`config.mk`:
```
export PLATFORM = sky130hd
export DESIGN_NAME = exp_scheduler
export DESIGN_NICKNAME = d
export VERILOG_FILES = /design/src/rtl/exp_scheduler.sv
export SDC_FILE = /design/constraint.sdc
export NUM_CORES = 1
export LEC_CHECK = 0
export CORE_MARGIN = 2
export CORE_UTILIZATION = 45
export DETAILED_ROUTE_END_ITERATION = 16
export MAX_ROUTING_LAYER = met4
export PLACE_DENSITY = 0.86
export SLEW_MARGIN = 20
export SYNTH_ARGS = -nofsm -noshare
export SYNTH_HDL_FRONTEND = slang
export SYNTH_SLANG_ARGS = --single-unit
```
`constraint.sdc`:
```
create_clock -name clk -period 4.15 [get_ports clk]
set_input_delay 1.245 -clock clk [delete_from_list [all_inputs] [get_ports clk]]
set_output_delay 1.245 -clock clk [all_outputs]
set_load 0.05 [all_outputs]
```
`src/rtl/exp_scheduler.sv`:
```
// Purpose: round-robin scheduler sharing one exponential engine between two requesters.
// Latency: gnt at cycle 0, eng_start at cycle 1, done accepted from cycle 3, res_valid one cycle after done.
// Backpressure: requests are level-held until granted; only one operation is outstanding at a time.
//
// Ports:
//   clk, rst (async, active-low)
//   req0/req1, x0/x1   : requester levels and operands
//   gnt0/gnt1          : one-cycle grant pulse (operand captured)
//   res_valid/res_id/res_int/res_frac/res_err : result pulse and held result fields
//   eng_start/eng_x    : command to the shared engine
//   eng_done/eng_int/eng_frac : engine completion and result
module exp_scheduler #(
  parameter int TIMEOUT = 64
) (
  input  logic        clk,
  input  logic        rst,
  input  logic        req0,
  input  logic        req1,
  input  logic [15:0] x0,
  input  logic [15:0] x1,
  output logic        gnt0,
  output logic        gnt1,
  output logic        res_valid,
  output logic        res_id,
  output logic [1:0]  res_int,
  output logic [15:0] res_frac,
  output logic        res_err,
  output logic        eng_start,
  output logic [15:0] eng_x,
  input  logic        eng_done,
  input  logic [1:0]  eng_int,
  input  logic [15:0] eng_frac
);

  localparam int CW = $clog2(TIMEOUT + 1);

  typedef enum logic [1:0] {IDLE, LAUNCH, WAIT, DELIVER} state_e;

  state_e        state_q, state_d;
  logic [CW-1:0] cnt_q, cnt_d;
  logic          owner_q, owner_d;
  logic          last_q, last_d;
  logic [15:0]   eng_x_q, eng_x_d;
  logic [1:0]    res_int_q, res_int_d;
  logic [15:0]   res_frac_q, res_frac_d;
  logic          res_err_q, res_err_d;
  logic          res_id_q, res_id_d;
  logic          gnt0_c, gnt1_c, eng_start_c, res_valid_c;
  logic          pick1;

  // With both requests up, serve the one not served last; otherwise serve whoever asks.
  assign pick1 = (req0 && req1) ? ~last_q : req1;

  always_comb begin
    state_d     = state_q;
    cnt_d       = cnt_q;
    owner_d     = owner_q;
    last_d      = last_q;
    eng_x_d     = eng_x_q;
    res_int_d   = res_int_q;
    res_frac_d  = res_frac_q;
    res_err_d   = res_err_q;
    res_id_d    = res_id_q;
    gnt0_c      = 1'b0;
    gnt1_c      = 1'b0;
    eng_start_c = 1'b0;
    res_valid_c = 1'b0;
    case (state_q)
      IDLE: begin
        if (req0 || req1) begin
          gnt0_c  = ~pick1;
          gnt1_c  = pick1;
          eng_x_d = pick1 ? x1 : x0;
          owner_d = pick1;
          state_d = LAUNCH;
        end
      end
      LAUNCH: begin
        eng_start_c = 1'b1;
        cnt_d       = '0;
        state_d     = WAIT;
      end
      WAIT: begin
        // cnt_q == 0 marks the first WAIT cycle, where a leftover done is masked.
        if (cnt_q != '0 && eng_done) begin
          res_int_d  = eng_int;
          res_frac_d = eng_frac;
          res_err_d  = 1'b0;
          res_id_d   = owner_q;
          state_d    = DELIVER;
        end else if (cnt_q == CW'(TIMEOUT - 1)) begin
          // This increment brings the count to TIMEOUT: abort with an error result.
          res_int_d  = '0;
          res_frac_d = '0;
          res_err_d  = 1'b1;
          res_id_d   = owner_q;
          state_d    = DELIVER;
        end
        if (cnt_q != CW'(TIMEOUT)) begin
          cnt_d = cnt_q + CW'(1);
        end
      end
      DELIVER: begin
        res_valid_c = 1'b1;
        last_d      = owner_q;
        state_d     = IDLE;
      end
      default: state_d = IDLE;
    endcase
  end

  always_ff @(posedge clk or negedge rst) begin
    if (!rst) begin
      state_q    <= IDLE;
      cnt_q      <= '0;
      owner_q    <= 1'b0;
      last_q     <= 1'b1;
      eng_x_q    <= '0;
      res_int_q  <= '0;
      res_frac_q <= '0;
      res_err_q  <= 1'b0;
      res_id_q   <= 1'b0;
    end else begin
      state_q    <= state_d;
      cnt_q      <= cnt_d;
      owner_q    <= owner_d;
      last_q     <= last_d;
      eng_x_q    <= eng_x_d;
      res_int_q  <= res_int_d;
      res_frac_q <= res_frac_d;
      res_err_q  <= res_err_d;
      res_id_q   <= res_id_d;
    end
  end

  // Grants are decoded from the live request levels, so hold them low while in reset.
  assign gnt0      = gnt0_c & rst;
  assign gnt1      = gnt1_c & rst;
  assign eng_start = eng_start_c;
  assign res_valid = res_valid_c;
  assign eng_x     = eng_x_q;
  assign res_int   = res_int_q;
  assign res_frac  = res_frac_q;
  assign res_err   = res_err_q;
  assign res_id    = res_id_q;

endmodule

```
======== Word-level counts from Yosys, hierarchy flattened ========
Cells that the tools add are included.
word-level totals
  register bits ........................... 47
  input bits .............................. 55
  output and inout port bits .............. 40
  logic and storage cells ................. 55
cells by class
  add/subtract/negate cells ............... 1
  equal/unequal tests ..................... 8
  muxes and demuxes ....................... 22
  bitwise logic cells ..................... 4
  reductions and logical operators ........ 11
operators by type and width
  cell                                                  number
  two-way mux 16 bit                                    3
  case mux 7 bit (2 select lines)                       1
  two-way mux 1 bit                                     11
  two-way mux 2 bit                                     5
  case mux 2 bit (4 select lines)                       1
  AND reduction 2 bit                                   4
  adder 7 x 1 -> 7 bit (second input constant)          1
  equality test 7 x 6 -> 1 bit (second input constant)  1
  two-way mux 7 bit                                     1
  != test 7 bit (second input constant)                 1
  nonzero test 7 bit                                    1
  equality test 2 bit (second input constant)           2
  != test 2 bit (second input constant)                 2
  nonzero test 2 bit                                    2
  != test 3 bit (second input constant)                 1
  AND 1 bit                                             2
  equality test 2 x 1 -> 1 bit (second input constant)  1
  logical AND 1 bit                                     2
  zero test 2 bit                                       1
  inverter 1 bit                                        2
  logical OR 1 bit                                      1

======== Depth between registers and ports, before layout ========
Gate-level depths: netlist of run 1.
  word-level depth ........................ 6
  depth in mapped cells ................... 7
  gate-level depth less buffers ........... 6

======== Worst setup path before layout of run 1 ========
OpenSTA, ideal clock, no wires.
  kind .................................... input to output
  start ................................... input req1
  end ..................................... output gnt1
  data arrival time ....................... 2.395 ns
  data required time ...................... 2.905 ns
  setup slack ............................. 0.510 ns
  stages .................................. 4
  buffers on the path ..................... 2
  cells stage by stage .................... a21boi_0 buf_2 buf_2 and3_1
on the way
  word-level cells in the longest chain between the ends .. 5
  elaborated cells between the ends (all ways) .. 6
  those cells by class .................... mux: 3; bitwise: 1; reduce/logical: 2
ends and longest elaborated chain
  element              line  text
  start, declared      18    input logic req1,
  logical AND 1 bit    52    assign pick1 = (req0 && req1) ? ~last_q : req1;
  two-way mux 1 bit    52
  two-way mux 1 bit *  70    if (req0 || req1) begin
  two-way mux 1 bit *  68    case (state_q)
  AND 1 bit *          138   assign gnt1 = gnt1_c & rst;
  end, declared        22    output logic gnt1,
Mark *: on every way between the ends. The rest lies on a longest branch, timed or not.

======== Worst setup path after layout of run 1 ========
  start ................................... input req1
  end ..................................... output gnt0
on the way
  word-level cells in the longest chain between the ends .. 6
  elaborated cells between the ends (all ways) .. 7
  those cells by class .................... mux: 3; bitwise: 2; reduce/logical: 2
ends and longest elaborated chain
  element              line  text
  logical AND 1 bit    52
  two-way mux 1 bit    52
  inverter 1 bit       71    gnt0_c = ~pick1;
  two-way mux 1 bit *  70
  two-way mux 1 bit *  68
  AND 1 bit *          137   assign gnt0 = gnt0_c & rst;
  end, declared        21    output logic gnt0,
Marks and branches as above.

==> impl.org, run 1 <==
** Yosys
- Of all cell types, the one taking the most synthesized area is dfrtp_1.
- Share of synthesized cell area in and, or, nand and nor gates :: 9.42%
- Adder and majority cell fraction of the synthesized area :: 4.15%
- In this run, synthesis produced a sequential element count of 47.
- For this run, the register share of the synthesized area comes to 55.7%.
- The synthesized netlist devotes 17.6% of its cell area to compound gates.
- A synthesized cell averages 11.5 µm².
- During synthesis, Yosys emitted a total of 0 warnings.
- The mapped netlist covers 2110 µm².
- In the synthesized netlist, mux cells make up 8.71% of the area.
- Gate Count Post-Synth :: 183
- Number of synthesized flops with an enable pin :: 0
- After synthesis, the largest family of logic cells by area is compound AO/OA/AOI/OAI gates.
- Count of distinct cell types in the synthesized netlist :: 36
- Post-synthesis async set-or-reset flop share :: 100%
- Predominant post-synthesis flop cell :: dfrtp_1
- After Yosys synthesis, XOR and XNOR cells account for 0% of the synthesized area.
- The number of nets handed over by synthesis was 245.
- Dominant cells by area after synthesis :: dfrtp_1, a22o_1, mux2i_1
- Portion of synthesized cell area occupied by the leading cell type :: 54.5%

** Cells and area
- Net count of the finished layout :: 340
- Share of final-layout standard cells stronger than drive strength 1 :: 8.24%
- Fillers :: 323
- Excluding fillers, the count of instances in the completed layout stands at 331.
- Number of antenna cells inserted :: 0
- Area added between synthesis and finish :: 52.8%

** CTS
- CTS tree :: built
- H-tree depth :: 2
- Clk Tree Root Cell :: clkbuf_8
- Number of buffers inserted by hold repair at cts :: 0
- Clock Sink Count :: 47
- In this run the deepest clock path goes through 2 buffers.
- Clock input transition at the sequential cells of the worst setup and hold paths :: 90 ps
- Post-CTS repair changed the size of 0 cells.
- For the worst-skew pair, the clock arrives at the later sink with an insertion delay of 290 ps.
- Cts bufs inserted :: 5
- Once the clock tree was built, the setup fixing pass inserted 0 buffers.

** Routing
- Drc violations :: 0
- Dividing the detail-routed wire length by the instance count gives 16.0 µm.
- Number of design-rule violations left by the first detailed-router iteration :: 103
- The highest layer touched by signal routing is met4.
- Detailed-routed wire length on met2 :: 2760 µm
- Number of iterations in the first detailed-routing pass :: 4
- Residual antenna-violating net count after detailed routing :: 0
- Vias per cell :: 5.39
- WL met3 :: 248 µm
- Routed met1 length :: 2180 µm
- Total wire length :: 5310 µm
- Across all layers, the routed design uses 1785 vias.

** Critical path
- Data arrival time of the worst path :: 2410 ps
- The worst setup path is launched from an input pin.
- Tracing the worst setup path back leads to its startpoint at req1.
- STA classifies the critical path endpoint as an output pin.
- The startpoint identified for the worst register-to-register timing path is cnt_q[3].
- The worst setup path is of the input pin to output pin kind.
- Along the worst path, the maximum fanout reaches 4.
- The endpoint identified for the worst register-to-register timing path is res_id.
- Required time of the worst setup path :: 2900 ps
- In this run the register-to-register setup slack is 1390 ps.
- For the worst flop-to-flop path, the logic depth is 4.
- Worst setup path end :: gnt0

** Hold path
- Worst Min Path Start :: eng_x[14]
- The tightest min-delay check is of the flop to flop type.

** Timing
- Setup repair after global routing left no endpoint under its margin.
- Summed negative setup slack over all endpoints :: 0 ps
- Final period demand of the worst path :: 3650 ps
- Slew at the pin closest to its max-slew limit :: 848 ps
- The worst pin sits at a relative slew slack of 43.4%.
- Across the routed clock network, the largest skew measured is 6.36 ps.
- The worst path uses 88.0% of the clock period.
- Final setup fails :: 0
- For this run, the top clock speed supported by timing is 274 MHz.
- The number of hold violations in the final report was 0.
- Final Slew Violations :: 0
- Smallest hold slack :: 471 ps

** GRT
- Number of antenna violations at the first check in global routing :: 0
- Entering global routing, the biggest net connects 48 pins.
- The via count of the first global-routing pass is 1745.
- First-pass GRT wire length :: 8530 µm
- Global routing finished with a remaining overflow of 0.
- Global routing used 22.0% of the available tracks.

** Pwr
- The worst-case IR drop observed on VDD is 0.460 mV.
- Register share of total power :: 28.8%
- Cell internal power was estimated by the tool at 0.00147 W.
- Power density cells :: 851 nW/µm²
- Switch share :: 46.6%
- Portion of total power attributed to combinational logic :: 56.9%
- Leakage power total :: 1.45 nW
- The clock network burns 14.4% of the power.
- Net switching power :: 0.00128 W

** Flow run
- Max-capacitance violation count :: 0

** Floorplan
- Total die area :: 5260 µm²
- Standard-cell rows :: 24
- Measured along the x axis, the die boundary spans 72.5 µm.
- Die height :: 72.5 µm
- In this run the count of I/O pins placed on the die edge is 95.
- In this run the standard cell core region covers 4440 µm².
- The initial utilization of the core area, before any placement, comes to 47.5%.

** Place
- Once placement completed, the tool counted placed cells totaling 323.
- Detailed placer's ending HPWL :: 3840 µm
- Final RePlAce weighted congestion :: 0.871
- Port Buf Inserts :: 94

** Run status
- Run status :: completed
## how the worst min path moves through the flow
stage / cells past startpoint / to
6_report: 2 / eng_x[14]
5_1_grt: 2 / eng_x[4]
4_1_cts: 2 / eng_x[14]
3_5_place_dp: 2 / eng_x[14]
3_3_place_gp: 2 / eng_x[14]
2_1_floorplan: 1 / owner_q
## synth_stat cells (2+ instances only)
master     n
mux2i_1   15
a22o_1    19
mux2_2     2
dfrtp_1   46
nor3_1     2
a21oi_1    2
nand2_1   19
clkbuf_1   4
and2_1     2
nand3_1    7
inv_1      7
buf_2      2
nand4_1    2
and3_1     2
nor2_1     2
buf_6      3
ha_1       7
o21ai_0   21
nand2b_1   2
## flip-flops by register name (all words and copies together), names as in the netlist
signal,count
res_int,2
res_frac,16
res_err,1
last_q,1
cnt_q,7
state_q,2
eng_x,16
owner_q,1
res_id,1
## placed cells by master (no fill, tap or decap), types with 2 or more instances in the layout
master / synthesis / routed
a21oi_1: 2 / 2
a22o_1: 19 / 19
and2_1: 2 / 2
and3_1: 2 / 2
buf_4: 1 / 5
bufinv_16: 0 / 2
clkbuf_8: 0 / 5
clkdlybuf4s50_1: 0 / 91
dfrtp_1: 46 / 46
ha_1: 7 / 7
inv_1: 7 / 7
mux2_2: 2 / 2
mux2i_1: 15 / 15
nand2_1: 19 / 19
nand2b_1: 2 / 2
nand3_1: 7 / 7
nand4_1: 2 / 2
nor2_1: 2 / 2
nor3_1: 2 / 2
o21ai_0: 21 / 21
o21ai_2: 1 / 2
## worst max-delay path, stage by stage
cell and delay, ps:
clkdlybuf4s50_1 510, a21boi_2 230, nor2_1 80, and2_1 150, buf_4 180
## cells by family after synthesis
logic type	Yosys count
mux	18
buf+inv	17
fa+ha+maj	7
simple gates	41
compound gates	53
flops	47
## metal layers
metal | global-route usage [%] | up-vias
met3 | 3.33 | 9
met2 | 38.3 | 73
met4 | 8.02 | 0
met5 | - | -
met1 | 25.9 | 850
li1 | - | 853
## stage by stage
stage | util (%) | cell area (µm²) | total power [W] | setup slack (ps)
CTS | 72.6 | 3230 | 0.00276 | 494
floorplan | - | 2110 | 0.00183 | 510
global route | 72.6 | 3230 | 0.00289 | 419
finish | 72.6 | 3230 | 0.00275 | 500
global placement | 69.6 | 3090 | 0.00232 | 525
detailed placement | 69.6 | 3090 | 0.00236 | 501
## power by group through the flow
stage | sequential [W] | combinational [W] | clock (W)
CTS | 0.000789 | 0.00157 | 0.000399
global route | 0.000812 | 0.00166 | 0.000420
detailed placement | 0.000797 | 0.00156 | 0
floorplan | 0.00136 | 0.000477 | 0
finish | 0.000789 | 0.00156 | 0.000394
global placement | 0.000786 | 0.00154 | 0
## cell type report
type	count	area (µm²)	share of cell area [%]
sequential	47	1180	36.5
timing repair buffer	98	973	30.2
multi-input combinational	119	850	26.3
clock buffer	5	68.8	2.13
clock inverter	3	67.6	2.09
tap	52	65.1	2.02
inverter	7	26.3	0.814
(Power assumes the default switching activity.)
==> run 2: changes to the inputs <==
--- a/config.mk
+++ b/config.mk
@@ -10,6 +10,7 @@
 export DETAILED_ROUTE_END_ITERATION = 16
 export MAX_ROUTING_LAYER = met4
 export PLACE_DENSITY = 0.86
+export SKIP_LAST_GASP = 1
 export SLEW_MARGIN = 20
 export SYNTH_ARGS = -nofsm -noshare
 export SYNTH_HDL_FRONTEND = slang
==> results of run 2 <==
No change in the layout: final DEF, timing and power equal those of run 1.
